===== src/rtl/placar_pontuacao_pkg.sv =====
// Shared types and constants for the basketball score-keeping back end.
package placar_pkg;

   localparam int SCORE_W       = 7;
   localparam int BCD_W         = 4;
   localparam int MAX_SCORE_DEF = 99;
   localparam int DEZ           = 10;

   typedef enum logic [1:0] {
      OCIOSO   = 2'd0,
      APLICA   = 2'd1,
      CONVERTE = 2'd2,
      ALARME   = 2'd3
   } estado_t;

endpackage


===== src/rtl/placar_pontuacao_conversor_bcd.sv =====
// Iterative binary-to-BCD converter: subtracts ten per cycle until the remainder is a single digit.
module conversor_bcd
   import placar_pkg::*;
(
   input  logic               clk,
   input  logic               rst_n,
   input  logic               start,
   input  logic [SCORE_W-1:0] valor,
   output logic               done,
   output logic [BCD_W-1:0]   dez,
   output logic [BCD_W-1:0]   uni
);

   logic [SCORE_W-1:0] resto_q, resto_d;
   logic [BCD_W-1:0]   dez_q, dez_d;
   logic               ativo_q, ativo_d;
   logic               resto_menor;

   assign resto_menor = (resto_q < SCORE_W'(DEZ));

   always_comb begin
      resto_d = resto_q;
      dez_d   = dez_q;
      ativo_d = ativo_q;
      if (start) begin
         resto_d = valor;
         dez_d   = '0;
         ativo_d = 1'b1;
      end else if (ativo_q) begin
         if (!resto_menor) begin
            resto_d = resto_q - SCORE_W'(DEZ);
            dez_d   = dez_q + BCD_W'(1);
         end else begin
            ativo_d = 1'b0;
         end
      end
   end

   always_ff @(posedge clk or negedge rst_n) begin
      if (!rst_n) begin
         resto_q <= '0;
         dez_q   <= '0;
         ativo_q <= 1'b0;
      end else begin
         resto_q <= resto_d;
         dez_q   <= dez_d;
         ativo_q <= ativo_d;
      end
   end

   // done is combinational so the top can latch the digits in the same cycle the remainder settles.
   assign done = ativo_q && resto_menor;
   assign dez  = dez_q;
   assign uni  = resto_q[BCD_W-1:0];

endmodule


===== src/rtl/placar_pontuacao.sv =====
// Scoreboard back end: validates point commands, keeps both team scores and their BCD digits,
// and sounds the buzzer on rejected commands.
module placar_pontuacao
   import placar_pkg::*;
#(
   parameter int BUZZ_CYCLES = 25_000_000,
   parameter int MAX_SCORE   = MAX_SCORE_DEF
) (
   input  logic               clk,
   input  logic               rst_n,
   input  logic               pontos_valid,
   input  logic [1:0]         pontos,
   input  logic               subtrair,
   input  logic               time_sel,
   input  logic               zerar,
   output logic [SCORE_W-1:0] placar_t0,
   output logic [SCORE_W-1:0] placar_t1,
   output logic [BCD_W-1:0]   t0_dez,
   output logic [BCD_W-1:0]   t0_uni,
   output logic [BCD_W-1:0]   t1_dez,
   output logic [BCD_W-1:0]   t1_uni,
   output logic               ocupado,
   output logic               aceito,
   output logic               rejeitado,
   output logic               buzzer,
   output logic               led
);

   localparam int CNT_W = (BUZZ_CYCLES > 1) ? $clog2(BUZZ_CYCLES) : 1;
   localparam logic [CNT_W-1:0] CNT_INI = CNT_W'(BUZZ_CYCLES - 1);

   estado_t            estado_q, estado_d;
   logic [1:0]         pontos_q, pontos_d;
   logic               sub_q, sub_d;
   logic               sel_q, sel_d;
   logic [SCORE_W-1:0] placar_t0_q, placar_t0_d, placar_t1_q, placar_t1_d;
   logic [BCD_W-1:0]   t0_dez_q, t0_dez_d, t0_uni_q, t0_uni_d;
   logic [BCD_W-1:0]   t1_dez_q, t1_dez_d, t1_uni_q, t1_uni_d;
   logic               ocupado_q, ocupado_d;
   logic               aceito_q, aceito_d;
   logic               rejeitado_q, rejeitado_d;
   logic               buzzer_q, buzzer_d;
   logic               led_q, led_d;
   logic [CNT_W-1:0]   cnt_q, cnt_d;

   logic [SCORE_W-1:0] score_sel;
   logic [7:0]         novo;
   logic               invalido;
   logic               conv_start, conv_done;
   logic [BCD_W-1:0]   conv_dez, conv_uni;

   assign score_sel = sel_q ? placar_t1_q : placar_t0_q;
   assign novo      = sub_q ? ({1'b0, score_sel} - {6'd0, pontos_q})
                            : ({1'b0, score_sel} + {6'd0, pontos_q});
   // A negative difference sets bit 7, so it also exceeds any legal MAX_SCORE (<=127).
   assign invalido   = (pontos_q == 2'd0) || novo[7] || (novo > 8'(MAX_SCORE));
   assign conv_start = (estado_q == APLICA) && !invalido && !zerar;

   conversor_bcd u_conv (
      .clk   (clk),
      .rst_n (rst_n),
      .start (conv_start),
      .valor (novo[SCORE_W-1:0]),
      .done  (conv_done),
      .dez   (conv_dez),
      .uni   (conv_uni)
   );

   always_comb begin
      estado_d    = estado_q;
      pontos_d    = pontos_q;
      sub_d       = sub_q;
      sel_d       = sel_q;
      placar_t0_d = placar_t0_q;
      placar_t1_d = placar_t1_q;
      t0_dez_d    = t0_dez_q;
      t0_uni_d    = t0_uni_q;
      t1_dez_d    = t1_dez_q;
      t1_uni_d    = t1_uni_q;
      aceito_d    = 1'b0;
      rejeitado_d = 1'b0;
      buzzer_d    = buzzer_q;
      led_d       = led_q;
      cnt_d       = cnt_q;
      if (zerar) begin
         estado_d    = OCIOSO;
         placar_t0_d = '0;
         placar_t1_d = '0;
         t0_dez_d    = '0;
         t0_uni_d    = '0;
         t1_dez_d    = '0;
         t1_uni_d    = '0;
         buzzer_d    = 1'b0;
         led_d       = 1'b0;
         cnt_d       = '0;
      end else begin
         case (estado_q)
            OCIOSO: begin
               if (pontos_valid) begin
                  pontos_d = pontos;
                  sub_d    = subtrair;
                  sel_d    = time_sel;
                  estado_d = APLICA;
               end
            end
            APLICA: begin
               if (invalido) begin
                  rejeitado_d = 1'b1;
                  buzzer_d    = 1'b1;
                  cnt_d       = CNT_INI;
                  estado_d    = ALARME;
               end else begin
                  if (sel_q) placar_t1_d = novo[SCORE_W-1:0];
                  else       placar_t0_d = novo[SCORE_W-1:0];
                  led_d    = sel_q;
                  aceito_d = 1'b1;
                  estado_d = CONVERTE;
               end
            end
            CONVERTE: begin
               if (conv_done) begin
                  if (sel_q) begin
                     t1_dez_d = conv_dez;
                     t1_uni_d = conv_uni;
                  end else begin
                     t0_dez_d = conv_dez;
                     t0_uni_d = conv_uni;
                  end
                  estado_d = OCIOSO;
               end
            end
            ALARME: begin
               if (cnt_q == '0) begin
                  buzzer_d = 1'b0;
                  estado_d = OCIOSO;
               end else begin
                  cnt_d = cnt_q - CNT_W'(1);
               end
            end
            default: estado_d = OCIOSO;
         endcase
      end
      ocupado_d = (estado_d != OCIOSO);
   end

   always_ff @(posedge clk or negedge rst_n) begin
      if (!rst_n) begin
         estado_q    <= OCIOSO;
         pontos_q    <= '0;
         sub_q       <= 1'b0;
         sel_q       <= 1'b0;
         placar_t0_q <= '0;
         placar_t1_q <= '0;
         t0_dez_q    <= '0;
         t0_uni_q    <= '0;
         t1_dez_q    <= '0;
         t1_uni_q    <= '0;
         ocupado_q   <= 1'b0;
         aceito_q    <= 1'b0;
         rejeitado_q <= 1'b0;
         buzzer_q    <= 1'b0;
         led_q       <= 1'b0;
         cnt_q       <= '0;
      end else begin
         estado_q    <= estado_d;
         pontos_q    <= pontos_d;
         sub_q       <= sub_d;
         sel_q       <= sel_d;
         placar_t0_q <= placar_t0_d;
         placar_t1_q <= placar_t1_d;
         t0_dez_q    <= t0_dez_d;
         t0_uni_q    <= t0_uni_d;
         t1_dez_q    <= t1_dez_d;
         t1_uni_q    <= t1_uni_d;
         ocupado_q   <= ocupado_d;
         aceito_q    <= aceito_d;
         rejeitado_q <= rejeitado_d;
         buzzer_q    <= buzzer_d;
         led_q       <= led_d;
         cnt_q       <= cnt_d;
      end
   end

   assign placar_t0 = placar_t0_q;
   assign placar_t1 = placar_t1_q;
   assign t0_dez    = t0_dez_q;
   assign t0_uni    = t0_uni_q;
   assign t1_dez    = t1_dez_q;
   assign t1_uni    = t1_uni_q;
   assign ocupado   = ocupado_q;
   assign aceito    = aceito_q;
   assign rejeitado = rejeitado_q;
   assign buzzer    = buzzer_q;
   assign led       = led_q;

endmodule


===== config.mk =====
export PLATFORM = sky130hd
export DESIGN_NAME = placar_pontuacao
export DESIGN_NICKNAME = d
export VERILOG_FILES = /design/src/rtl/placar_pontuacao_pkg.sv /design/src/rtl/placar_pontuacao_conversor_bcd.sv /design/src/rtl/placar_pontuacao.sv
export SDC_FILE = /design/constraint.sdc
export NUM_CORES = 1
export LEC_CHECK = 0
export ABC_AREA = 0
export BUFFER_PORTS_ARGS = -buffer_cell sky130_fd_sc_hd__buf_2
export CORE_UTILIZATION = 45
export CTS_CLUSTER_SIZE = 20
export DETAILED_ROUTE_END_ITERATION = 8
export GPL_TIMING_DRIVEN = 1
export PLACE_DENSITY = 0.68
export SLEW_MARGIN = 40
export SYNTH_ARGS = -nofsm -noshare
export SYNTH_HDL_FRONTEND = slang
export SYNTH_SLANG_ARGS = --single-unit

===== constraint.sdc =====
create_clock -name clk -period 11 [get_ports clk]
set_clock_uncertainty 0.15 [all_clocks]
set_input_delay 3.3 -clock clk [delete_from_list [all_inputs] [get_ports clk]]
set_output_delay 3.3 -clock clk [all_outputs]
set_load 0.02 [all_outputs]

==> metrics.txt <==
status finished, final reports clean; share of layout cells above drive strength 1 0.178; Root Driver clkbuf_8; Layout Cells excl Fill 655; Reg-to-Reg Start pontos_q[0]; vias per inst approximately 5.6; Max Buffers Root-to-Sink 2; mapped cell area around 0.0045 mm^2; Setup TNS 0 ns; adder-cell share of the synthesized area 0.0364; port buffer count 42; Mapped Cells 488; CP endpoint kind flip-flop; dpl cell area 0.00482 mm^2; Worst EP arrival approximately 5 ns; Max Slew Vio Count 0; pwr/cell area 280 mW/mm^2; Least-Margin Pin Slew 0.775 ns; H-tree depth 3; Via Count around 3700; Async S/R FF share, synth 1.00; Chip Height 102 um; Synth Warn # 0; FP Rows 36; syn_area_per_cell 9.30 um^2; period utilisation layout 0.455; vias in the first global route 3668; Hold Crit Endpoint t0_dez[3]; total CTS buffers 9; fin nets 537; Post-CTS Resized 0; CP max FO 41; ANT cells 0; core footprint 0.00977 mm^2; maximum clock rate 200 MHz; total leakage power 2.30 nW; Area growth, synth to finish 10.4%; startpoint types input port; design area about 0.005 mm^2; Initial Util 0.465; RSZ-0062 raised after global routing false; Hold Path Origin t0_dez[3]; hold path cells 2; Iter 0 DRT Violations ~160; RePlAce Congestion 0.908; simple logic cell fraction of the synthesized area 0.190; wire per inst ~16 um; RR Endpoint cnt_q[24]; Hold Vio Cnt, Final 0; EDFF count, synth 0; post-synthesis compound-gate area fraction 0.205; Synth Area in XOR/XNOR 0.0289; DRC 0; Post-Place Worst Slack 5.39 ns; pin count of the biggest net entering global routing 79; worst hold path type reg2reg; Synth cell types 74; Global Route Usage Sum 0.221; Clock Latency Late Sink about 0.35 ns; postcts setup bufs 0; detailed placement HPWL 7300 um; CTS sink count 78; die area 0.0105 mm^2; DR pass1 iterations 5; fin crit period ~5 ns; Critical Path RT 11.09 ns; Reg clk slew, reported paths 0.08 ns; WS Path Type in2reg; VDD IR max between 0.00015 and 0.0002 V; Synth Net Count 507; initial antenna violation count 0; max-cap viol count 0; slack of the critical path ~6.0 ns; Cells after DPL between 600 and 700; largest family of logic cells by synthesized area compound AO/OA/AOI/OAI gates; Post-CTS Hold Buffers 0; I/O pin cnt 43; R2R setup slack 6.93 ns; synthesized flop and latch total 78; wirelength, routed 10400 um; gr ovfl total 0; Seq/Total Area, Yosys 0.430; Finish-stage setup viols 0; dominant synthesized flop cell dfrtp_1; CTS tree built; worst hold slack ~0.33 ns; Register-to-Register Path Depth 13; post-synthesis mux area share 0.0623; first-pass GRT wire length 17900 um; relative slew slack 0.482; Die W 102 um; Post-DRT Antenna Nets 0
[stage by stage]
| step | total power [W] | util |
|---|---|---|
| final | 0.00140 | 0.513 |
| after global routing | 0.00151 | 0.513 |
| after CTS | 0.00141 | 0.513 |
| after detailed placement | 0.00120 | 0.493 |
| after global placement | 0.00117 | 0.492 |
| after floorplan | 0.00103 | - |
[placed cells by master (no fill, tap or decap), types with 5 or more instances in the layout]
cell / Yosys / final
o211ai_1: 5 / 5
dfrtp_1: 78 / 77
nand2_1: 67 / 67
clkbuf_8: 0 / 9
ha_1: 10 / 10
mux2i_1: 17 / 17
nor3_1: 19 / 19
a211oi_1: 10 / 10
o21ai_0: 34 / 34
xor2_1: 7 / 7
a31oi_1: 9 / 9
buf_2: 4 / 40
o21ai_1: 7 / 5
nor4_1: 9 / 9
nand3_1: 13 / 13
inv_1: 25 / 25
mux2_2: 5 / 5
nor2_1: 29 / 28
a21oi_1: 23 / 23
o31ai_1: 6 / 6
xnor2_1: 8 / 8
a21o_1: 6 / 6
[state kept, by name (all words and copies together) (netlist names)]
signal,count
sel_q,1
sub_q,1
estado_q,2
buzzer,1
u_conv.resto_q,7
t0_dez,4
cnt_q,25
u_conv.dez,4
rejeitado,1
pontos_q,2
placar_t1,7
led,1
t0_uni,4
placar_t0,7
t1_dez,4
u_conv.ativo_q,1
aceito,1
ocupado,1
t1_uni,4
[per-layer routing]
layer | routed length [um] | global-route usage
met5 | 0 | 0
met4 | 153 | 0.0901
met3 | 410 | 0.0356
met2 | 5000 | 0.357
met1 | 4840 | 0.295
[cell usage after synthesis (3+ instances only)]
master	instances	share of area
clkbuf_1	17	0.014
nor2b_1	3	0.0041
nand2b_1	4	0.0055
mux2_2	5	0.012
nor3_1	19	0.021
and3_1	4	0.0055
nor4_1	9	0.012
nand3_1	13	0.014
mux2i_1	17	0.037
dfrtp_1	78	0.43
buf_6	3	0.0074
o21ai_0	34	0.037
a21o_1	6	0.0099
xor2_1	7	0.014
xnor2_1	8	0.015
o211ai_1	5	0.0083
a31oi_1	9	0.012
buf_2	4	0.0044
inv_1	25	0.021
nor2_2	3	0.0041
nand2_1	67	0.055
ha_1	10	0.028
nand3b_1	3	0.0050
nor2_1	29	0.024
o21ai_1	7	0.0077
o31ai_1	6	0.0099
a21oi_1	23	0.025
a211oi_1	10	0.017
[critical path: stages]
cell and delay (ns):
buf_4 0.25, inv_1 0.40, buf_4 0.39, and3_1 0.34
mux2_2 0.36
[logic make-up (layout without fill, tap and decap cells)]
group / Yosys count / in the layout
multiplexers: 25 / 25
AO/OA/AOI/OAI: 133 / 133
adder cells (fa/ha/maj): 13 / 13
AND/OR/NAND/NOR: 174 / 174
XOR/XNOR: 15 / 15
flip-flops: 78 / 78
buffers and inverters: 50 / 84
[power breakdown]
group	switching, W	internal [W]	total, W	leakage [nW]
logic	0.000454	0.000281	0.000735	1.18
clock network	0.000107	0.000103	0.000210	0.0911
registers	0.0000875	0.000371	0.000459	1.03
[final cells by class]
type	count	area, um^2
Fill cell	952	4760
Timing Repair Buffer	43	226
Clock inverter	6	63.8
Sequential cell	78	1950
Multi-Input combinational cell	360	2380
Clock buffer	9	124
Tap cell	133	166
Inverter	26	97.6
[how the worst max path moves through the flow]
stage / start / to / slack (ns) / depth (start not counted)
floorplan: zerar / ocupado / 6.48 / 4
finish: zerar / sub_q / 6.00 / 5
detailed placement: zerar / sub_q / 5.39 / 5
CTS: zerar / sub_q / 5.77 / 5
global route: zerar / sub_q / 5.89 / 5
global placement: zerar / sub_q / 5.45 / 5
Note: power is estimated with default switching activity, not from simulation.
